[src/rtl/eval_pkg.sv]
// Shared types and constants for the eval_sequencer test-set evaluation block.
// Holds the sequencer state encoding, default widths and the WAIT watchdog limit.
package eval_pkg;

    localparam int ADDR_W_DEF     = 4;
    localparam int DATA_W_DEF     = 32;
    localparam int TIMEOUT_CYCLES = 255;

    typedef enum logic [2:0] {
        IDLE,
        FETCH,
        LATCH,
        LAUNCH,
        WAIT,
        COMPARE,
        NEXT,
        FINISH
    } state_t;

    // A label outside 0..3 can never match a 2-bit prediction, so it always counts as an error.
    function automatic logic is_misclassified(input logic [1:0] pred, input logic [3:0] label);
        return (pred != label[1:0]) || (label > 4'd3);
    endfunction

endpackage

[src/rtl/eval_sequencer_if.sv]
// Memory and neuron-datapath handshake bundle driven by eval_sequencer.
// The master side is the sequencer; the slave side is the memory plus 4-neuron datapath.
interface eval_sequencer_if #(
    parameter int ADDR_W = 4,
    parameter int DATA_W = 32
);

    logic                     mem_rd_en;
    logic [ADDR_W-1:0]        addr_counter;
    logic [3:0]               test_data;
    logic                     neuron_start;
    logic                     neuron_done;
    logic signed [DATA_W-1:0] activate_n0;
    logic signed [DATA_W-1:0] activate_n1;
    logic signed [DATA_W-1:0] activate_n2;
    logic signed [DATA_W-1:0] activate_n3;

    modport master (
        output mem_rd_en,
        output addr_counter,
        output neuron_start,
        input  test_data,
        input  neuron_done,
        input  activate_n0,
        input  activate_n1,
        input  activate_n2,
        input  activate_n3
    );

    modport slave (
        input  mem_rd_en,
        input  addr_counter,
        input  neuron_start,
        output test_data,
        output neuron_done,
        output activate_n0,
        output activate_n1,
        output activate_n2,
        output activate_n3
    );

endinterface

[src/rtl/argmax4.sv]
// Combinational argmax over four signed activations.
// Only a strictly greater value replaces the running best, so ties resolve to the lowest index.
module argmax4 #(
    parameter int DATA_W = 32
) (
    input  logic signed [DATA_W-1:0] a0,
    input  logic signed [DATA_W-1:0] a1,
    input  logic signed [DATA_W-1:0] a2,
    input  logic signed [DATA_W-1:0] a3,
    output logic        [1:0]        idx
);

    logic signed [DATA_W-1:0] best;

    always_comb begin
        best = a0;
        idx  = 2'd0;
        if (a1 > best) begin
            best = a1;
            idx  = 2'd1;
        end
        if (a2 > best) begin
            best = a2;
            idx  = 2'd2;
        end
        if (a3 > best) begin
            best = a3;
            idx  = 2'd3;
        end
    end

endmodule

[src/rtl/eval_sequencer.sv]
// Walks a test set: fetch label, launch the 4-neuron datapath, argmax, count misclassifications.
// Optional WAIT watchdog and timeout_flag port are enabled by defining EVAL_TIMEOUT_EN.
module eval_sequencer
    import eval_pkg::*;
#(
    parameter int ADDR_W = ADDR_W_DEF,
    parameter int DATA_W = DATA_W_DEF
) (
    input  logic              clk,
    input  logic              reset,
    input  logic              start,
    input  logic [ADDR_W-1:0] num_samples,
    eval_sequencer_if.master  bus,
    output logic [1:0]        predicted,
    output logic [DATA_W-1:0] error_counter,
    output logic              busy,
    output logic              done
`ifdef EVAL_TIMEOUT_EN
    ,
    output logic              timeout_flag
`endif
);

    state_t                   state;
    logic [ADDR_W-1:0]        last_addr;
    logic [3:0]               label;
    logic signed [DATA_W-1:0] act0;
    logic signed [DATA_W-1:0] act1;
    logic signed [DATA_W-1:0] act2;
    logic signed [DATA_W-1:0] act3;
    logic [1:0]               max_idx;
    logic [DATA_W-1:0]        error_inc;

`ifdef EVAL_TIMEOUT_EN
    logic [7:0]               wd_cnt;
`endif

    argmax4 #(
        .DATA_W (DATA_W)
    ) u_argmax (
        .a0  (act0),
        .a1  (act1),
        .a2  (act2),
        .a3  (act3),
        .idx (max_idx)
    );

    // Error count sticks at all-ones instead of wrapping back to zero.
    assign error_inc = (&error_counter) ? error_counter : error_counter + DATA_W'(1);

    // Outputs are set on the transition into the state that owns them, so each strobe is a clean flop.
    always_ff @(posedge clk or negedge reset) begin
        if (!reset) begin
            state            <= IDLE;
            last_addr        <= '0;
            label            <= '0;
            act0             <= '0;
            act1             <= '0;
            act2             <= '0;
            act3             <= '0;
            predicted        <= '0;
            error_counter    <= '0;
            busy             <= 1'b0;
            done             <= 1'b0;
            bus.mem_rd_en    <= 1'b0;
            bus.addr_counter <= '0;
            bus.neuron_start <= 1'b0;
`ifdef EVAL_TIMEOUT_EN
            wd_cnt           <= '0;
            timeout_flag     <= 1'b0;
`endif
        end else begin
            bus.mem_rd_en    <= 1'b0;
            bus.neuron_start <= 1'b0;
            done             <= 1'b0;

            case (state)
                IDLE: begin
                    if (start) begin
                        state            <= FETCH;
                        busy             <= 1'b1;
                        bus.mem_rd_en    <= 1'b1;
                        bus.addr_counter <= '0;
                        error_counter    <= '0;
                        last_addr        <= num_samples;
`ifdef EVAL_TIMEOUT_EN
                        timeout_flag     <= 1'b0;
`endif
                    end
                end

                FETCH: begin
                    state <= LATCH;
                end

                LATCH: begin
                    label            <= bus.test_data;
                    bus.neuron_start <= 1'b1;
                    state            <= LAUNCH;
                end

                LAUNCH: begin
                    state  <= WAIT;
`ifdef EVAL_TIMEOUT_EN
                    wd_cnt <= '0;
`endif
                end

                WAIT: begin
                    if (bus.neuron_done) begin
                        act0  <= bus.activate_n0;
                        act1  <= bus.activate_n1;
                        act2  <= bus.activate_n2;
                        act3  <= bus.activate_n3;
                        state <= COMPARE;
                    end
`ifdef EVAL_TIMEOUT_EN
                    // A stalled datapath costs the sample, not the pass.
                    else if (wd_cnt == 8'(TIMEOUT_CYCLES - 1)) begin
                        error_counter <= error_inc;
                        timeout_flag  <= 1'b1;
                        state         <= NEXT;
                    end else begin
                        wd_cnt <= wd_cnt + 8'd1;
                    end
`endif
                end

                COMPARE: begin
                    predicted <= max_idx;
                    if (is_misclassified(max_idx, label)) begin
                        error_counter <= error_inc;
                    end
                    state <= NEXT;
                end

                NEXT: begin
                    if (bus.addr_counter == last_addr) begin
                        done  <= 1'b1;
                        state <= FINISH;
                    end else begin
                        bus.addr_counter <= bus.addr_counter + ADDR_W'(1);
                        bus.mem_rd_en    <= 1'b1;
                        state            <= FETCH;
                    end
                end

                FINISH: begin
                    busy  <= 1'b0;
                    state <= IDLE;
                end

                default: begin
                    busy  <= 1'b0;
                    state <= IDLE;
                end
            endcase
        end
    end

endmodule

[src/flat_wrapper.sv]
// flat-port wrapper written by rule: the top's interface ports become plain ports
module eval_sequencer_flat import eval_pkg::*;
#(
    parameter int ADDR_W = ADDR_W_DEF,
    parameter int DATA_W = DATA_W_DEF
)
  (clk, reset, start, num_samples, predicted, error_counter, busy, done, bus_mem_rd_en, bus_addr_counter, bus_neuron_start, bus_test_data, bus_neuron_done, bus_activate_n0, bus_activate_n1, bus_activate_n2, bus_activate_n3);
  eval_sequencer_if #(.ADDR_W(ADDR_W), .DATA_W(DATA_W)) bus_i ();
  input  logic clk;
  input  logic reset;
  input  logic start;
  input  logic [ADDR_W-1:0] num_samples;
  output logic [1:0] predicted;
  output logic [DATA_W-1:0] error_counter;
  output logic busy;
  output logic done;
  output wire logic [$bits(bus_i.mem_rd_en)-1:0] bus_mem_rd_en;
  output wire logic [$bits(bus_i.addr_counter)-1:0] bus_addr_counter;
  output wire logic [$bits(bus_i.neuron_start)-1:0] bus_neuron_start;
  input wire logic [$bits(bus_i.test_data)-1:0] bus_test_data;
  input wire logic [$bits(bus_i.neuron_done)-1:0] bus_neuron_done;
  input wire logic [$bits(bus_i.activate_n0)-1:0] bus_activate_n0;
  input wire logic [$bits(bus_i.activate_n1)-1:0] bus_activate_n1;
  input wire logic [$bits(bus_i.activate_n2)-1:0] bus_activate_n2;
  input wire logic [$bits(bus_i.activate_n3)-1:0] bus_activate_n3;
  assign bus_mem_rd_en = bus_i.mem_rd_en;
  assign bus_addr_counter = bus_i.addr_counter;
  assign bus_neuron_start = bus_i.neuron_start;
  assign bus_i.test_data = bus_test_data;
  assign bus_i.neuron_done = bus_neuron_done;
  assign bus_i.activate_n0 = bus_activate_n0;
  assign bus_i.activate_n1 = bus_activate_n1;
  assign bus_i.activate_n2 = bus_activate_n2;
  assign bus_i.activate_n3 = bus_activate_n3;
  eval_sequencer #(.ADDR_W(ADDR_W), .DATA_W(DATA_W)) u_core (.clk(clk), .reset(reset), .start(start), .num_samples(num_samples), .bus(bus_i), .predicted(predicted), .error_counter(error_counter), .busy(busy), .done(done));
endmodule
[config.mk]
export PLATFORM = sky130hd
export DESIGN_NAME = eval_sequencer_flat
export DESIGN_NICKNAME = d
export VERILOG_FILES = /design/src/rtl/eval_pkg.sv /design/src/rtl/eval_sequencer_if.sv /design/src/rtl/argmax4.sv /design/src/rtl/eval_sequencer.sv /design/src/flat_wrapper.sv
export SDC_FILE = /design/constraint.sdc
export NUM_CORES = 1
export LEC_CHECK = 0
export BUFFER_PORTS_ARGS = -buffer_cell sky130_fd_sc_hd__clkbuf_2
export CORE_AREA = 2 2 170 214
export DETAILED_ROUTE_END_ITERATION = 8
export DIE_AREA = 0 0 172 216
export GPL_TIMING_DRIVEN = 0
export PLACE_DENSITY = 0.51
export SLEW_MARGIN = 20
export SYNTH_ARGS = -nofsm -noshare
export SYNTH_HDL_FRONTEND = slang
export SYNTH_SLANG_ARGS = --single-unit
[constraint.sdc]
create_clock -name clk -period 7.6 [get_ports clk]
set_clock_uncertainty 0.05 [all_clocks]
set_input_delay 1.14 -clock clk [delete_from_list [all_inputs] [get_ports clk]]
set_output_delay 1.14 -clock clk [all_outputs]
set_load 0.1 [all_outputs]
==> results of run 1 <==
per-layer routing:
layer	routed length [µm]	GRT usage [%]	vias to the layer above
li1	-	-	4232
met2	16900	31.1	195
met4	520	4.90	0
met3	1130	2.92	32
met1	14000	21.6	4356
met5	0	0	-
state kept, by name (all words and copies together) (netlist names):
name                     count
u_core.label                 4
u_core.bus.neuron_start      1
u_core.act0                 32
u_core.done                  1
u_core.act2                 32
u_core.busy                  1
u_core.error_counter        32
u_core.bus.addr_counter      4
u_core.bus.mem_rd_en         1
u_core.predicted             2
u_core.act1                 32
u_core.state                 3
u_core.act3                 32
u_core.last_addr             4
synthesized netlist by cell type (2+ instances only):
library cell / instances
o211ai_1: 5
o21ai_1: 2
or3_1: 3
nor4_1: 5
o21a_1: 10
ha_1: 98
nand2_1: 129
clkbuf_1: 33
nand4_1: 26
nand2b_1: 7
nor3_1: 10
inv_1: 77
a221o_1: 2
o21ai_0: 89
buf_6: 4
nor2_1: 31
mux2i_1: 33
nor2b_1: 5
a21oi_1: 49
a21boi_0: 3
buf_2: 7
and4_1: 3
or4_1: 2
a41oi_1: 3
and3_1: 15
a211oi_1: 4
dfrtp_1: 181
nor4b_1: 2
a31oi_1: 36
mux2_2: 100
o31ai_1: 2
o31a_1: 4
xnor2_1: 4
nand3_1: 23
xor2_1: 2
a21o_1: 10
area by class of cell:
cell class	count	share of cell area, %
tap	474	4.19
buffer	43	2.13
clock inverter	11	0.885
multi-input combinational	736	45.0
timing repair buffer	232	10.4
inverter	77	2.04
sequential	181	32.0
clock buffer	21	3.33
cells in the final DEF, fill, tap and decap left out, types with 6 or more instances in the layout:
cell,n
inv_1,76
clkbuf_1,32
mux2_2,87
mux2i_1,21
mux2_4,13
mux2i_2,8
and3_1,15
a21o_1,10
clkbuf_16,17
a31oi_4,14
ha_1,75
nand2b_1,7
nor2_1,30
o21ai_0,85
nand4_1,26
buf_6,14
nand3_1,23
ha_4,22
o21a_1,10
nor3_1,6
a21oi_1,37
buf_12,9
a31oi_1,18
buf_4,34
a21oi_2,12
dfrtp_1,181
nand2_1,126
clkbuf_2,180
worst max-delay path, delay by kind of cell, from the launching register on:
kind	cells	cell delay [ns]
muxes	3	0.82
buffers and inverters	10	1.64
AOI/OAI and AO/OA	12	2.61
DFF	1	0.41
and+or+nand+nor	8	1.79
adders and majority gates	3	0.73
final timing paths:
path	slack, ns	to	start
worst max-delay path	-0.56	u_core.error_counter[6]	u_core.act0[14]
worst min-delay path	0.45	u_core.last_addr[1]	u_core.last_addr[1]
worst max register to register	-0.56	u_core.error_counter[6]	u_core.act0[14]
worst min register to register	0.45	u_core.last_addr[1]	u_core.last_addr[1]
max in group asynchronous	5.83	u_core.act1[3]	reset
min in group asynchronous	0.62	u_core.error_counter[9]	reset
timing repair:
item,4_1_cts,5_1_grt
gates cloned,4,0
resized for setup,103,80
endpoints found under the setup margin,34,32
pin swaps,39,35
buffers inserted,35,10
per-stage QoR:
stage / setup WS (ns) / cell area, µm² / hold WS [ns]
5_1_grt: -0.832 / 14100 / 0.464
4_1_cts: -0.557 / 13500 / 0.453
3_5_place_dp: -2.37 / 12000 / 0.436
3_3_place_gp: -2.45 / 11900 / 0.433
6_report: -0.556 / 14100 / 0.445
2_1_floorplan: 0.0108 / 10400 / 0.417
kinds of logic (layout without fill, tap and decap cells):
family          count (synthesis)  in the layout  synth area share (%)
flops                         181            181                  43.5
simple gates                  268            268                  12.2
fa+ha+maj                      98             98                  11.8
compound gates                230            230                  13.2
xor+xnor                        6              6                 0.505
buf+inv                       121            384                  4.73
mux                           134            134                  14.1
==> results by group, run 1 <==
CTS
  – Hold-fix buffers, CTS: 0
  – CTS tree: built
  – Cts bufs inserted: 17
  – CTS max path bufs: 2
  – CTS H-tree depth: 4
  – CTS Root Cell: clkbuf_16
  – Clock transition at path regs: 0.07 ns
  – Clk Latency, worst-skew pair: 0.45 ns
  – Sinks on the clock net: 181

Die
  – I/O pin cnt: 182
  – Rows: 77
  – Die Y: 216 µm
  – Initial Util: 29.7%
  – Die Wd: 172 µm
  – Die area: 37200 µm²
  – Core ar.: 35100 µm²

Global routing
  – Antenna violations before repair: 0
  – Pin count of the biggest net entering global routing: 64
  – First-pass GRT wire length: 48900 µm
  – Total global routing overflow: 0
  – Tot GR Track Use: 17.5%
  – Vias in the first global route: 8704

Worst setup path
  – Most frequent CP cell: buf_12
  – Slowest cell on the critical path: o41ai_4
  – Crit Path Max Fanout: 8
  – Worst EP required: 7.88 ns
  – Crit start category: register
  – Worst Reg2Reg Path Length in Cells: 36
  – Setup Crit Path Kind: reg2reg
  – CP Capture Type: register
  – Crit path largest cell delay: 0.47 ns
  – CP arrival: 8.44 ns

Timing
  – RSZ-0062 raised after global routing: yes
  – Final Cycle Share: 107%
  – Final Hold Viols: 0
  – Setup TNS: -15.19 ns
  – Tightest Pin Transition: 0.949 ns
  – Final Slew Violations: 0
  – PnR worst setup slack: -0.556 ns
  – Final setup fails: 32
  – Tmin final: 8.16 ns
  – Slew HR: 36.7%
  – FMAX: 123 MHz

Yosys
  – Synth Cell Area: 10400 µm²
  – Top FF cell, synth: dfrtp_1
  – Number of synthesized register bits: 181
  – Cell count after synthesis: 1038
  – Number of synthesized flops with an enable pin: 0
  – Largest cells by area after synthesis: dfrtp_1 43%, ha_1 12%, mux2_2 11%, nand2_1 4.6%, o21ai_0 4.3%
  – Syn nets: 1276
  – Post-synth top area share: 43.5%
  – Mean Syn Cell Area: 10.0 µm²
  – Async set-reset flop share out of synthesis: 100%
  – Sequential share of the synthesized area: 43.5%
  – Area leader, netlist: dfrtp_1
  – Ys Warns: 0
  – Post-synth cell types: 55

Layout
  – Area grow syn2layout: 35.8%
  – Fin util: 40.3%
  – Nets@finish: 1526
  – Final Non-Filler Cells: 1775
  – Footprint of the multi-input gates: 6370 µm²
  – Sequential Area: 4530 µm²
  – Fill count: 3492
  – Share of layout cells above drive strength 1: 37.0%
  – Diode count: 0

Job
  – Max_cap viols: 0

Hold path
  – Hold crit path type: reg2reg
  – WHS Path Cells: 2

Detailed routing
  – Post-DR vias/cell: 4.97
  – Drt pass-1 iters: 5
  – WL per Instance: 18.4 µm
  – Final ANT Viol Nets: 0
  – Detailed Route WL: 32600 µm
  – Routed vias: 8815
  – Drc violations: 0
  – Violation count after the first detailed-route iteration: 492

Placement
  – HPWL after DPL: 24300 µm
  – Routability congestion estimate: 0.857
  – Post-Place Cells: 1695
  – Port buffer count: 181

Status
  – Status: complete, but fails checks
  – Failing checks: negative setup slack
Power of run 1 is not shown: default switching activity piles up to over one toggle a cycle in this logic, so the estimate is an artifact.
==> run 2: changes to the inputs <==
--- a/config.mk
+++ b/config.mk
@@ -7,6 +7,7 @@
 export LEC_CHECK = 0
 export BUFFER_PORTS_ARGS = -buffer_cell sky130_fd_sc_hd__clkbuf_2
 export CORE_AREA = 2 2 170 214
+export CTS_BUF_LIST = sky130_fd_sc_hd__clkbuf_8 sky130_fd_sc_hd__clkbuf_16
 export DETAILED_ROUTE_END_ITERATION = 8
 export DIE_AREA = 0 0 172 216
 export GPL_TIMING_DRIVEN = 0
==> run 2 against run 1 <==
Effect of this change:
- hold slack unchanged
- register-to-register slack about the same
- the flow still finishes with violations (negative setup slack)
- core utilization unchanged
- highest routed layer unchanged
==> results by group, run 2 (synthesis results as in run 1) <==
Status
  – Status: complete, but fails checks
  – Failing checks: negative setup slack

Timing
  – PnR worst setup slack: -0.556 ns (+0.000424 ns)
  – Worst hold slack: 0.445 ns (unchanged)
  – Slew HR: 36.1% (-0.57 points)
  – FMAX: 123 MHz (about the same)
  – Tmin final: 8.16 ns (-0.000424 ns)
  – RSZ-0062 raised after global routing: yes
  – Final setup fails: 32 (unchanged)
  – Final Cycle Share: 107% (about the same)
  – Final Slew Violations: 0 (unchanged)
  – Tightest Pin Transition: 0.958 ns (+0.00848 ns)
  – Final Hold Viols: 0 (unchanged)

Job
  – Max_cap viols: 0 (unchanged)

Detailed routing
  – Violation count after the first detailed-route iteration: 492 (unchanged)
  – Drt pass-1 iters: 5 (unchanged)
  – WL per Instance: 18.4 µm (+0.19%)
  – Routed vias: 8816 (+0.011%)
  – Drc violations: 0 (unchanged)
  – Final ANT Viol Nets: 0 (unchanged)
  – Detailed Route WL: 32600 µm (+0.19%)
  – Post-DR vias/cell: 4.97 (about the same)

Global routing
  – Antenna violations before repair: 0 (unchanged)
  – Total global routing overflow: 0 (unchanged)
  – Vias in the first global route: 8704 (unchanged)
  – Pin count of the biggest net entering global routing: 64 (unchanged)
  – First-pass GRT wire length: 48900 µm (unchanged)
  – Tot GR Track Use: 17.5% (unchanged)

CTS
  – CTS tree: built
  – Cts bufs inserted: 17 (unchanged)
  – Hold-fix buffers, CTS: 0 (unchanged)
  – Sinks on the clock net: 181 (unchanged)
  – CTS H-tree depth: 4 (unchanged)
  – Clock transition at path regs: 0.07 ns (about the same)
  – Clk Latency, worst-skew pair: 0.45 ns (about the same)
  – CTS Root Cell: clkbuf_16
  – CTS max path bufs: 2 (unchanged)

Worst setup path
  – Crit Path Max Fanout: 8 (unchanged)
  – CP arrival: 8.44 ns (about the same)
  – Worst R2R Setup Slack: -0.56 ns (about the same)
  – Most frequent CP cell: buf_12
  – CP Capture Type: register
  – Crit path largest cell delay: 0.47 ns (about the same)
  – Setup Crit Path Kind: reg2reg
  – Crit start category: register
  – Crit path buffers/inverters: 10 (unchanged)
  – CP top delay family: compound AO/OA/AOI/OAI gates
  – Slowest cell on the critical path: o41ai_4
  – Worst EP required: 7.88 ns (about the same)

Die
  – Die Y: 216 µm (unchanged)
  – Rows: 77 (unchanged)
  – Core ar.: 35100 µm² (unchanged)
  – Die Wd: 172 µm (unchanged)
  – I/O pin cnt: 182 (unchanged)
  – Initial Util: 29.7% (unchanged)
  – Die area: 37200 µm² (unchanged)

Layout
  – Diode count: 0 (unchanged)
  – Nets@finish: 1526 (unchanged)
  – Area grow syn2layout: 35.8% (unchanged)
  – Commonest non-fill, non-tap cell in the layout: dfrtp_1
  – Share of layout cells above drive strength 1: 37.0% (unchanged)
  – Most frequent cells in the layout: 181 x dfrtp_1, 180 x clkbuf_2, 126 x nand2_1, 87 x mux2_2, 85 x o21ai_0

Placement
  – Port buffer count: 181 (unchanged)
  – HPWL after DPL: 24300 µm (unchanged)
  – Routability congestion estimate: 0.857 (unchanged)

Hold path
  – Hold crit path type: reg2reg
## run 2: cell count changes in the layout (fill, tap and decap cells not counted), sizes merged
cell    change
clkbuf      -1
inv         +1
## run 2: repair_timing
item | CTS | global route
setup buffers | 35 | 10
cloned | 4 | 0
pin swaps | 39 | 35
gates resized for setup | 103 | 80
endpoints found under the setup margin | 34 | 32
## run 2: worst register-to-register path: cells and delay by family (launching register included)
| kind | cells | cell delay [ns] |
|---|---|---|
| buf+inv | 10 | 1.65 |
| fa+ha+maj | 3 | 0.73 |
| mux | 3 | 0.83 |
| compound gates | 12 | 2.61 |
| simple gates | 8 | 1.79 |
| flops | 1 | 0.41 |
## run 2: final timing paths
check | startpoint | end | cells after the start
worst max-delay path | u_core.act0[14] | u_core.error_counter[6] | 36
worst min-delay path | u_core.last_addr[1] | u_core.last_addr[1] | 2
worst max register to register | u_core.act0[14] | u_core.error_counter[6] | 36
worst min register to register | u_core.last_addr[1] | u_core.last_addr[1] | 2
max in group asynchronous | reset | u_core.act1[3] | 3
min in group asynchronous | reset | u_core.error_counter[9] | 1
## run 2: final cells by class
cell class,count,area [µm²]
plain buffers,43,302
clock buffers,20,467
clock inverters,12,129
fillers,3492,20900
inverters,77,289
multi-input cells,736,6370
flip-flops and latches,181,4530
well taps,474,593
repair buffers,232,1470
## run 2: through the flow
stage	instances	setup slack, ns	area (µm²)	setup TNS (ns)	util [%]
finish	1775	-0.556	14100	-15.13	40.3
global route	1775	-0.832	14100	-24.09	40.3
CTS	1766	-0.557	13500	-15.11	38.4
detailed placement	1695	-2.37	12000	-77.13	34.2
global placement	1693	-2.45	11900	-79.66	34.0
floorplan	1038	0.0108	10400	0	-
## run 2: layer usage
layer | track usage [%] | vias to the layer above | wire [µm]
met1 | 21.6 | 4353 | 14000
met2 | 31.1 | 197 | 16900
met5 | 0 | - | 0
li1 | - | 4231 | -
met4 | 4.90 | 0 | 574
met3 | 2.92 | 35 | 1170
Power of run 2 is left out for the same reason.
==> run 3: changes to the inputs <==
--- a/config.mk
+++ b/config.mk
@@ -12,6 +12,7 @@
 export DIE_AREA = 0 0 172 216
 export GPL_TIMING_DRIVEN = 0
 export PLACE_DENSITY = 0.51
+export REMOVE_ABC_BUFFERS = 1
 export SLEW_MARGIN = 20
 export SYNTH_ARGS = -nofsm -noshare
 export SYNTH_HDL_FRONTEND = slang
==> run 3 against run 2 <==
Effect of this change:
- the flow still finishes with violations (negative setup slack)
- global-route usage is 0.66 points lower
- first-iteration DRC count is 1.4% lower
- final area is 0.78% higher
- non-clock buffer count is 15 lower
- core utilization is 0.31 points higher
- wire length is 5.9% lower
- hold slack worse by 0.0039 ns
- via count is 2.2% lower
==> results by group, run 3 (synthesis results as in run 1) <==
Status
  – Status: complete, but fails checks
  – Failing checks: negative setup slack

Detailed routing
  – Post-DR vias/cell: 4.88 (-1.7%)
  – Drc violations: 0 (unchanged)
  – Violation count after the first detailed-route iteration: 485 (-1.4%)
  – Detailed Route WL: 30700 µm (-5.9%)
  – Routed vias: 8623 (-2.2%)
  – Drt pass-1 iters: 5 (unchanged)
  – WL per Instance: 17.4 µm (-5.4%)
  – Final ANT Viol Nets: 0 (unchanged)

Worst setup path
  – Most frequent CP cell: ha_4
  – CP arrival: 8.06 ns (-0.38 ns)
  – Worst EP required: 7.88 ns (about the same)
  – CP top delay family: compound AO/OA/AOI/OAI gates
  – Worst Reg2Reg Path Length in Cells: 32 (-11%)
  – Crit start category: register
  – Crit path largest cell delay: 0.46 ns (about the same)
  – Total stage count of the critical path: 32 (-11%)
  – Setup Crit Path Kind: reg2reg
  – CP Capture Type: register
  – Slowest cell on the critical path: or4_4
  – Crit path buffers/inverters: 5 (-5)
  – Crit Path Max Fanout: 8 (unchanged)

CTS
  – Hold-fix buffers, CTS: 0 (unchanged)
  – CTS Root Cell: clkbuf_16
  – Cts bufs inserted: 17 (unchanged)
  – Clock transition at path regs: 0.07 ns (about the same)
  – Sinks on the clock net: 181 (unchanged)
  – CTS max path bufs: 2 (unchanged)
  – Clk Latency, worst-skew pair: 0.46 ns (about the same)
  – CTS H-tree depth: 4 (unchanged)
  – CTS tree: built

Layout
  – Most frequent cells in the layout: 181 x dfrtp_1, 180 x clkbuf_2, 126 x nand2_1, 85 x o21ai_0, 82 x mux2_2
  – Share of layout cells above drive strength 1: 38.1% (+1.1 points)
  – Nets@finish: 1514 (-0.79%)
  – Area grow syn2layout: 36.9%
  – Commonest non-fill, non-tap cell in the layout: dfrtp_1
  – Fill count: 3471 (-0.60%)

Die
  – Die area: 37200 µm² (unchanged)
  – Die Wd: 172 µm (unchanged)
  – Core ar.: 35100 µm² (unchanged)
  – Rows: 77 (unchanged)
  – I/O pin cnt: 182 (unchanged)
  – Die Y: 216 µm (unchanged)
  – Initial Util: 29.7% (unchanged)

Global routing
  – Tot GR Track Use: 16.8% (-0.66 points)
  – Pin count of the biggest net entering global routing: 75 (+17%)
  – Total global routing overflow: 0 (unchanged)
  – Vias in the first global route: 8769 (+0.75%)
  – Antenna violations before repair: 9 (+9)
  – First-pass GRT wire length: 47900 µm (-2.1%)

Hold path
  – Hold crit path type: reg2reg
  – WHS Path Cells: 2 (unchanged)

Placement
  – HPWL after DPL: 21900 µm (-9.7%)
  – Port buffer count: 181 (unchanged)
  – Dpl ws: -3.25 ns (-0.871 ns)
  – Routability congestion estimate: 0.757 (-12%)

Timing
  – Final Hold Viols: 0 (unchanged)
  – Slew HR: 25.1% (-11 points)
  – FMAX: 129 MHz (+4.8%)
  – Final setup fails: 32 (unchanged)
  – PnR worst setup slack: -0.179 ns (+0.377 ns)
  – Tightest Pin Transition: 1.12 ns (+0.166 ns)
  – Final Cycle Share: 102% (-5.0 points)
  – Tmin final: 7.78 ns (-0.377 ns)
  – Final Slew Violations: 0 (unchanged)
  – RSZ-0062 raised after global routing: yes

Job
  – Max_cap viols: 0 (unchanged)
-- run 3: repair_timing --
action	4_1_cts	5_1_grt
gates cloned	5	2
pin swaps	48	25
setup endpoints to repair	34	32
resized for setup	113	55
buffers inserted	34	15
-- run 3: routing by layer --
layer / share of wire (%) / global-route usage, %
met5: 0.20 / 0
met4: 2.2 / 6.19
met2: 50 / 28.4
met1: 42 / 20.5
met3: 5.5 / 4.46
-- run 3: stage by stage --
stage	util (%)	cells	area, µm²	hold WS (ns)	TNS [ns]
3_3_place_gp	33.4	1649	11700	0.407	-1666.24
2_1_floorplan	-	994	10200	0.417	-670.67
6_report	40.6	1766	14300	0.441	-3.92
3_5_place_dp	34.4	1676	12100	0.418	-101.19
5_1_grt	40.6	1765	14300	0.479	-13.02
4_1_cts	39.3	1746	13800	0.440	-9.74
-- run 3: final cells by class --
type | instances | area [µm²] | share of cell area (%)
antenna | 4 | 10.0 | 0.0702
clock buffer | 20 | 467 | 3.27
clock inverter | 11 | 159 | 1.11
inverter | 77 | 289 | 2.03
multi-input combinational | 739 | 6430 | 45.1
sequential | 181 | 4530 | 31.8
tap | 474 | 593 | 4.16
timing repair buffer | 260 | 1780 | 12.5
-- run 3: worst min-delay path, cell delays in order, from the launching register on --
cell and delay [ns]:
dfrtp_1 0.36, nand2_1 0.05, nand2_1 0.05
-- run 3: final timing paths --
path,from,to,slack [ns]
setup / recovery,u_core.act1[14],u_core.error_counter[24],-0.18
hold / removal,u_core.predicted[1],u_core.predicted[1],0.44
setup reg to reg,u_core.act1[14],u_core.error_counter[24],-0.18
hold reg to reg,u_core.predicted[1],u_core.predicted[1],0.44
max in group asynchronous,reset,u_core.state[0],6.18
min in group asynchronous,reset,u_core.act0[13],0.59
Power of run 3 is left out for the same reason.
